File: src/rtl/seg_pkg.sv
// Shared types and constants for the 7-segment scan controller.
package seg_pkg;

  localparam logic [6:0] SEG_OFF = 7'h7F;

  typedef enum logic [1:0] {
    IDLE,
    BLANK,
    SHOW
  } scan_state_e;

endpackage

File: src/rtl/decoder_7_seg.sv
// Hex nibble to active-low 7-segment pattern, bit order {a,b,c,d,e,f,g}.
module decoder_7_seg (
  input  logic [3:0] n,
  output logic [6:0] seg
);

  always_comb begin
    seg = 7'h7F;
    unique case (n)
      4'h0: seg = 7'b0000001;
      4'h1: seg = 7'b1001111;
      4'h2: seg = 7'b0010010;
      4'h3: seg = 7'b0000110;
      4'h4: seg = 7'b1001100;
      4'h5: seg = 7'b0100100;
      4'h6: seg = 7'b0100000;
      4'h7: seg = 7'b0001111;
      4'h8: seg = 7'b0000000;
      4'h9: seg = 7'b0000100;
      4'hA: seg = 7'b0001000;
      4'hB: seg = 7'b1100000;
      4'hC: seg = 7'b0110001;
      4'hD: seg = 7'b1000010;
      4'hE: seg = 7'b0110000;
      4'hF: seg = 7'b0111000;
      default: seg = 7'h7F;
    endcase
  end

endmodule

File: src/rtl/seg_scan_ctrl.sv
// Multiplexed common-anode 7-segment scan controller with blanking gaps between digits.
// Define SEG_SCAN_LZB_EN to enable leading-zero blanking.
module seg_scan_ctrl
  import seg_pkg::*;
#(
  parameter int unsigned DIGITS       = 4,
  parameter int unsigned DWELL_CYCLES = 50000,
  parameter int unsigned BLANK_CYCLES = 500
) (
  input  logic                  clk,
  input  logic                  rst_n,
  input  logic                  en,
  input  logic [4*DIGITS-1:0]   value,
  input  logic [DIGITS-1:0]     dp,
  input  logic [DIGITS-1:0]     blank_mask,
  output logic [6:0]            seg_n,
  output logic                  dp_n,
  output logic [DIGITS-1:0]     an_n,
  output logic                  frame_tick
);

  localparam int unsigned CntMax = (DWELL_CYCLES > BLANK_CYCLES) ? DWELL_CYCLES : BLANK_CYCLES;
  localparam int unsigned CntW   = (CntMax > 1) ? $clog2(CntMax) : 1;
  localparam int unsigned IdxW   = (DIGITS > 1) ? $clog2(DIGITS) : 1;
  localparam logic [CntW-1:0] DwellLast = CntW'(DWELL_CYCLES - 1);
  localparam logic [CntW-1:0] BlankLast = CntW'(BLANK_CYCLES - 1);
  localparam logic [IdxW-1:0] IdxLast   = IdxW'(DIGITS - 1);

  scan_state_e         state_q, state_d;
  logic [CntW-1:0]     cnt_q, cnt_d;
  logic [IdxW-1:0]     idx_q, idx_d;
  logic [4*DIGITS-1:0] val_sh_q, val_sh_d;
  logic [DIGITS-1:0]   dp_sh_q, dp_sh_d;
  logic [DIGITS-1:0]   mask_sh_q, mask_sh_d;
  logic                load;
  logic [DIGITS-1:0]   lzb;

  logic [3:0]          nib;
  logic                dp_bit, mask_bit, lit;
  logic [6:0]          dec_seg;
  logic [6:0]          seg_n_d;
  logic                dp_n_d, frame_tick_d;
  logic [DIGITS-1:0]   an_n_d;

`ifdef SEG_SCAN_LZB_EN
  logic nz;
  always_comb begin
    lzb = '0;
    nz  = 1'b0;
    // Digit 0 is never zero-blanked, so a value of 0 still shows one "0".
    for (int i = int'(DIGITS) - 1; i >= 1; i--) begin
      nz = nz | (value[4*i +: 4] != 4'h0);
      if (!nz) lzb[i] = 1'b1;
    end
  end
`else
  always_comb lzb = '0;
`endif

  always_comb begin
    state_d = state_q;
    idx_d   = idx_q;
    cnt_d   = cnt_q + CntW'(1);
    load    = 1'b0;
    if (!en) begin
      state_d = IDLE;
      idx_d   = '0;
      cnt_d   = '0;
    end else begin
      unique case (state_q)
        IDLE: begin
          state_d = BLANK;
          idx_d   = '0;
          cnt_d   = '0;
          load    = 1'b1;
        end
        BLANK: begin
          if (cnt_q == BlankLast) begin
            state_d = SHOW;
            cnt_d   = '0;
          end
        end
        SHOW: begin
          if (cnt_q == DwellLast) begin
            state_d = BLANK;
            cnt_d   = '0;
            if (idx_q == IdxLast) begin
              idx_d = '0;
              load  = 1'b1;
            end else begin
              idx_d = idx_q + IdxW'(1);
            end
          end
        end
        default: begin
          state_d = IDLE;
          idx_d   = '0;
          cnt_d   = '0;
        end
      endcase
    end
  end

  assign val_sh_d  = load ? value : val_sh_q;
  assign dp_sh_d   = load ? dp : dp_sh_q;
  assign mask_sh_d = load ? (blank_mask | lzb) : mask_sh_q;

  // Outputs are derived from next-state values so the registered pins track state exactly.
  always_comb begin
    nib      = 4'h0;
    dp_bit   = 1'b0;
    mask_bit = 1'b0;
    an_n_d   = '1;
    for (int i = 0; i < int'(DIGITS); i++) begin
      if (IdxW'(i) == idx_d) begin
        nib      = val_sh_d[4*i +: 4];
        dp_bit   = dp_sh_d[i];
        mask_bit = mask_sh_d[i];
        if (state_d == SHOW) an_n_d[i] = 1'b0;
      end
    end
    lit          = (state_d != IDLE) && !mask_bit;
    seg_n_d      = lit ? dec_seg : SEG_OFF;
    dp_n_d       = !(lit && dp_bit);
    frame_tick_d = (state_d == SHOW) && (cnt_d == DwellLast) && (idx_d == IdxLast);
  end

  decoder_7_seg u_dec (
    .n   (nib),
    .seg (dec_seg)
  );

  always_ff @(posedge clk or negedge rst_n) begin
    if (!rst_n) begin
      state_q    <= IDLE;
      cnt_q      <= '0;
      idx_q      <= '0;
      val_sh_q   <= '0;
      dp_sh_q    <= '0;
      mask_sh_q  <= '0;
      seg_n      <= SEG_OFF;
      dp_n       <= 1'b1;
      an_n       <= '1;
      frame_tick <= 1'b0;
    end else begin
      state_q    <= state_d;
      cnt_q      <= cnt_d;
      idx_q      <= idx_d;
      val_sh_q   <= val_sh_d;
      dp_sh_q    <= dp_sh_d;
      mask_sh_q  <= mask_sh_d;
      seg_n      <= seg_n_d;
      dp_n       <= dp_n_d;
      an_n       <= an_n_d;
      frame_tick <= frame_tick_d;
    end
  end

endmodule

File: config.mk
export PLATFORM = sky130hd
export DESIGN_NAME = seg_scan_ctrl
export DESIGN_NICKNAME = d
export VERILOG_FILES = /design/src/rtl/seg_pkg.sv /design/src/rtl/decoder_7_seg.sv /design/src/rtl/seg_scan_ctrl.sv
export SDC_FILE = /design/constraint.sdc
export NUM_CORES = 1
export LEC_CHECK = 0
export BUFFER_PORTS_ARGS = -buffer_cell sky130_fd_sc_hd__buf_2
export CORE_MARGIN = 2
export CORE_UTILIZATION = 25
export DETAILED_ROUTE_END_ITERATION = 7
export RECOVER_POWER = 25
export SLEW_MARGIN = 40
export SYNTH_ARGS = -nofsm -noshare
export SYNTH_HDL_FRONTEND = slang
export SYNTH_SLANG_ARGS = --single-unit
File: constraint.sdc
create_clock -name clk -period 11.1 [get_ports clk]
set_clock_uncertainty 0.1 [all_clocks]
set_input_delay 0.555 -clock clk [delete_from_list [all_inputs] [get_ports clk]]
set_output_delay 0.555 -clock clk [all_outputs]
set_load 0.005 [all_outputs]
After elaboration in Yosys (flattened, before gate mapping)
Memories as Yosys holds them, arrays and structs flattened.
Index checks and enable logic that the tools add are counted.
{"block": "op_classes", "n_eq_ne": 11, "mux": 37, "n_reduce_logical": 9, "addsub": 2}
{"operator": "16-bit 2-to-1 mux", "count": 4}
{"operator": "16-bit == test, second input constant", "count": 2}
{"operator": "16-bit one-hot mux with 2 select lines", "count": 1}
{"operator": "4-bit 2-to-1 mux", "count": 6}
{"operator": "16-bit by 1-bit adder with 16-bit output, second input constant", "count": 1}
{"operator": "16-bit by 9-bit == test with 1-bit output, second input constant", "count": 1}
{"operator": "1-bit 2-to-1 mux", "count": 16}
{"operator": "2-bit 2-to-1 mux", "count": 6}
{"operator": "2-bit == test, second input constant", "count": 4}
{"operator": "7-bit 2-to-1 mux", "count": 1}
{"operator": "2-bit one-hot mux with 3 select lines", "count": 1}
{"operator": "2-bit == test, first input constant", "count": 2}
{"operator": "1-bit logical AND", "count": 4}
{"operator": "2-bit zero test", "count": 2}
{"operator": "2-bit one-hot mux with 2 select lines", "count": 1}
{"operator": "2-bit by 1-bit adder with 2-bit output, second input constant", "count": 1}
{"operator": "1-bit by 2-bit == test with 1-bit output, first input constant", "count": 1}
{"operator": "2-bit by 1-bit == test with 1-bit output, second input constant", "count": 1}
{"operator": "1-bit zero test", "count": 2}
{"operator": "1-bit one-hot mux with 2 select lines", "count": 1}
{"operator": "2-bit nonzero test", "count": 1}
{"block": "totals", "mem_count": 1, "inputBits": 27, "romBits": 112, "reg_bits": 57, "out_inout_bits": 13, "word_cells": 70}
{"name": "(name not given)", "depth": 16, "width": 7, "rd": 1, "rd_clocked_by_memory_dff": 0, "wr": 0, "line": "decoder_7_seg.sv:9", "text": "unique case (n)"}

Depth between registers and ports, before layout
{"block": "depth", "word_depth": 14, "ltp_mapped": 16, "mapped_depth_nobuf": 15}

Cells and area by module
From an unflattened synthesis, not the netlist that was laid out.
{"block": "unflattened", "hier_cells": 373, "hier_area_um2": 3628.5}
{"mod": "seg_scan_ctrl", "cells_per_inst": 340, "area_each_um2": 3359.5, "n_inst": 1, "seq_area_each_um2": 1441.4}
{"mod": "decoder_7_seg", "cells_per_inst": 33, "area_each_um2": 269.0, "n_inst": 1, "seq_area_each_um2": 0.0}

Least setup slack after synthesis
No wires, ideal clock.
{"block": "synth_timing", "path_type": "register to register", "startpoint": "register state_q[0]", "endpoint": "register seg_n[6]", "required_time_ps": 10913, "path_slack_ps": 7601, "arrival_time_ps": 3312, "n_path_buf": 1, "synth_period_minus_slack_ps": 3499, "stages_incl_launch_ff": 16, "path_cell_list": "dfrtp_1 inv_1 ha_1 and4_1 nand4_4 o21ai_4 buf_6 mux2i_1 inv_1 a221o_1 a21oi_1 inv_1 ha_1 or3_1 o21ai_1 o21ai_1"}
{"block": "synth_via", "elab_cells_between_ends": 30, "cone_classes": "eq/ne (5); mux (19); reduce/logical (5); memory (1)"}
{"item": "start: declaration", "line": "seg_scan_ctrl.sv:29", "text": "scan_state_e state_q, state_d;"}
{"item": "start signal: assignment", "line": "seg_scan_ctrl.sv:146", "text": "state_q <= state_d;"}
{"item": "2-bit == test or 2-bit zero test (tied branches)", "line": "seg_scan_ctrl.sv:70", "text": "unique case (state_q)"}
{"item": "1-bit one-hot mux with 2 select lines (*)", "line": "seg_scan_ctrl.sv:70"}
{"item": "1-bit 2-to-1 mux (*)", "line": "seg_scan_ctrl.sv:65", "text": "if (!en) begin"}
{"item": "16-bit 2-to-1 mux (*)", "line": "seg_scan_ctrl.sv:104", "text": "assign val_sh_d = load ? value : val_sh_q;"}
{"item": "named net val_sh_d[0]", "line": "seg_scan_ctrl.sv:32", "text": "logic [4*DIGITS-1:0] val_sh_q, val_sh_d;"}
{"item": "4-bit 2-to-1 mux (*) (4 in a row)", "line": "seg_scan_ctrl.sv:115", "text": "if (IdxW'(i) == idx_d) begin"}
{"item": "memory read 16 x 7 bit (*)"}
{"item": "7-bit 2-to-1 mux (*)", "line": "seg_scan_ctrl.sv:123", "text": "seg_n_d = lit ? dec_seg : SEG_OFF;"}
{"item": "named net seg_n_d[6]", "line": "seg_scan_ctrl.sv:41", "text": "logic [6:0] seg_n_d;"}
{"item": "end signal: assignment", "line": "seg_scan_ctrl.sv:152", "text": "seg_n <= seg_n_d;"}
{"item": "end: declaration", "line": "seg_scan_ctrl.sv:16", "text": "output logic [6:0] seg_n,"}
The timed path passes the listed nets; every way through them passes the cells marked *.

Worst setup path after layout
Same ends and word-level chain as after synthesis.

==> results.toml <==
[outcome]
status = "finished, violations left"
violations = "max-capacitance violations, max-slew violations"

[synth]
ys_seq_area_frac = 0.464
synth.avg_cell_area_um2 = 10.8
synth_top_flop_cell = "dfrtp_1"
ys_async_sr_fraction = 1.00
syn_nets = 326
synth_top_area_share = 0.363
synthCells = 287
synthTopCellsByArea = "dfrtp_1, dfstp_2, mux2_2, ha_1, mux2i_1"
synth_warnings = 0
synth_seq_cells = 57
yosysUniqueCellTypes = 55
synth-edff-count = 0
syn_area_mm2 = 0.00311
yosys.area.top_type = "dfrtp_1"

[placed_design]
place_inst = 486
pre_cts_ws_ps = 6920
place_area_mm2 = 0.00346
hpwl_mm = 4.90
place.gp.congestion = 0.821
port_buffers = 39

[finish]
stdcell_count = 503
synthToLayoutAreaGrowth_pct = 22.9
drive_gt1_frac = 0.293
nets = 369
final_cell_area_mm2 = 0.00382
diodes = 0
fill_cells = 1243
utilization = 0.316

[die]
fp-row-count = 40
top_level_ports = 40
dieWidth_um = 115
dieArea_mm2 = 0.0133
core_mm2 = 0.0121
die_h_um = 115
initial_core_util = 0.257

[routing]
drc = 0
top_layer = "met4"
drt_wl_total_mm = 6.84
route.met3.wl_um = 234
ant_nets = 0
wl_met1_mm = 3.24
wl_per_cell_um = 13.6
wl_met2_mm = 3.25
vias_per_cell = 4.53
vias = 2277
dr.pass1.iters = 4
drt_iter0_markers = 121

[clock_network]
cts_buffer_depth = 2
ctsHoldBuffers = 0
cts_root_buffer = "clkbuf_16"
cts_tree = "yes"
cts_inserted_buffers = 9
htreeDepth = 3
post_cts_resize_count = 0
clkSinkCount = 57
postCtsSetupRepairBufs = 0
clk_pin_slew_worst_paths_ps = 50
clkLatencyLatePin_ps = 330

[global_route]
grt_pass1_vias = 2324
antenna_found_initial = 0
grt_use_total = 0.112
grt_max_degree = 58
grt_pass1_wl_mm = 11.7
grt_overflow = 0

[timing]
finalWorstSetupSlack_ps = 7100
final_max_slew_viol_count = 58
finalSetupViolations = 0
fmax_ghz = 0.250
period_share = 0.360
worstMarginPinSlew_ps = 2960
tns_ps = 0
whs_ps = 361
fin_crit_ps = 4000
hold_violations = 0
grt_setup_unrepaired = "false"
slew_headroom = -0.974

[power]
clock_power_share = 0.508
intPower_uw = 488
combPwrFrac = 0.122
p_leak_nw = 1.64
p_switching_uw = 141
powerDensity_mw_per_mm2 = 165
total_power_uw = 629
swShare = 0.224
seq_power_share = 0.370
ir_drop_mv = 0.0882

[worst_hold_path]
holdCritPathClass = "input port to flip-flop"

[critical_path]
worst-setup-path-type = "flip-flop to flip-flop"
worstPathRequired_ps = 11240
crit_fanout = 18
critPathCaptureType = "flip-flop"
critPathLaunchType = "flip-flop"
arrival_ps = 4140

[flow_run]
cap_violations = 1
final timing paths:
check	start	to	slack, ps	depth (start not counted)
hold / removal	value[13]	val_sh_q[13]$_DFF_PN0_	360	3
hold reg to reg	val_sh_q[4]$_DFF_PN0_	val_sh_q[4]$_DFF_PN0_	380	2
min in group asynchronous	rst_n	cnt_q[13]$_DFF_PN0_	1190	2
setup reg to reg	state_q[0]$_DFF_PN0_	seg_n[6]$_DFF_PN1_	7100	15
setup / recovery	state_q[0]$_DFF_PN0_	seg_n[6]$_DFF_PN1_	7100	15
max in group asynchronous	rst_n	val_sh_q[8]$_DFF_PN0_	8040	2
area by class of cell:
type	count	area (µm²)	area share
multi-input cells	204	1540	0.403
flip-flops and latches	57	1440	0.378
clock buffers	11	243	0.0636
inverters	16	60.1	0.0157
well taps	168	210	0.0551
clock inverters	5	103	0.0269
repair buffers	42	221	0.0580
sequential cells by signal, summed over array words and instances (netlist names):
signal and cells:
cnt_q 16, val_sh_q 16, seg_n 7, an_n 4, dp_sh_q 4, mask_sh_q 4
idx_q 2, state_q 2, dp_n 1, frame_tick 1
power groups by stage:
stage	registers, mW	clock network (mW)	logic, mW
CTS	0.233	0.326	0.0767
finish	0.233	0.319	0.0766
floorplan	0.235	0	0.0538
detailed placement	0.236	0	0.0756
global route	0.234	0.337	0.0860
global placement	0.235	0	0.0743
worst max-delay path, stage by stage (launching register included):
cell and delay (ps):
dfrtp_1 410, inv_1 100, ha_1 220, and4_1 270, nand4_4 160, o21ai_4 380
buf_8 230, mux2i_1 200, inv_1 70, a221o_1 350, a21oi_1 430, inv_1 160
ha_1 280, or3_1 370, o21ai_1 90, o21ai_1 90
placed cells by master, fill, tap and decap left out, types with 3 or more instances in the layout:
master     netlist  routed
a21oi_1          6       6
and3_1           3       3
and4_1           4       4
buf_2            3      39
bufinv_16        0       3
clkbuf_16        0       9
dfrtp_1         45      45
dfstp_2         12      12
ha_1            12      12
inv_1           16      16
mux2_2          19      19
mux2i_1         13      13
nand2_1         29      29
nand2b_1         6       6
nand3_1         10      10
nand4_1          6       6
nor2_1          30      30
nor4_1           3       3
o221ai_1         4       4
o22a_1           3       3
xnor2_1          7       7
xor2_1           7       7
logic make-up (layout without fill, tap and decap cells):
kind of cell / count (synthesis) / count (layout) / synth area share
muxes: 34 / 34 / 0.120
xor gates and xnor gates: 14 / 14 / 0.0395
buffers and inverters: 26 / 74 / 0.0403
adders and majority gates: 12 / 12 / 0.0483
DFF: 57 / 57 / 0.464
and+or+nand+nor: 105 / 105 / 0.179
AOI/OAI and AO/OA: 39 / 39 / 0.108
layer usage:
metal,track usage,vias to the layer above
li1,-,1104
met1,0.153,1127
met2,0.170,36
met3,0.0293,10
met4,0.0458,0
met5,0,-
Yosys cell counts, types with 4 or more instances:
| cell type | n |
|---|---|
| mux2i_1 | 13 |
| ha_1 | 12 |
| dfrtp_1 | 45 |
| o221ai_1 | 4 |
| nand4_1 | 6 |
| nand2_1 | 29 |
| nand2b_1 | 6 |
| xnor2_1 | 7 |
| mux2_2 | 19 |
| nor2_1 | 30 |
| dfstp_2 | 12 |
| a21oi_1 | 6 |
| nand3_1 | 10 |
| and4_1 | 4 |
| xor2_1 | 7 |
| inv_1 | 16 |
Power figures use the tool's default switching activity.
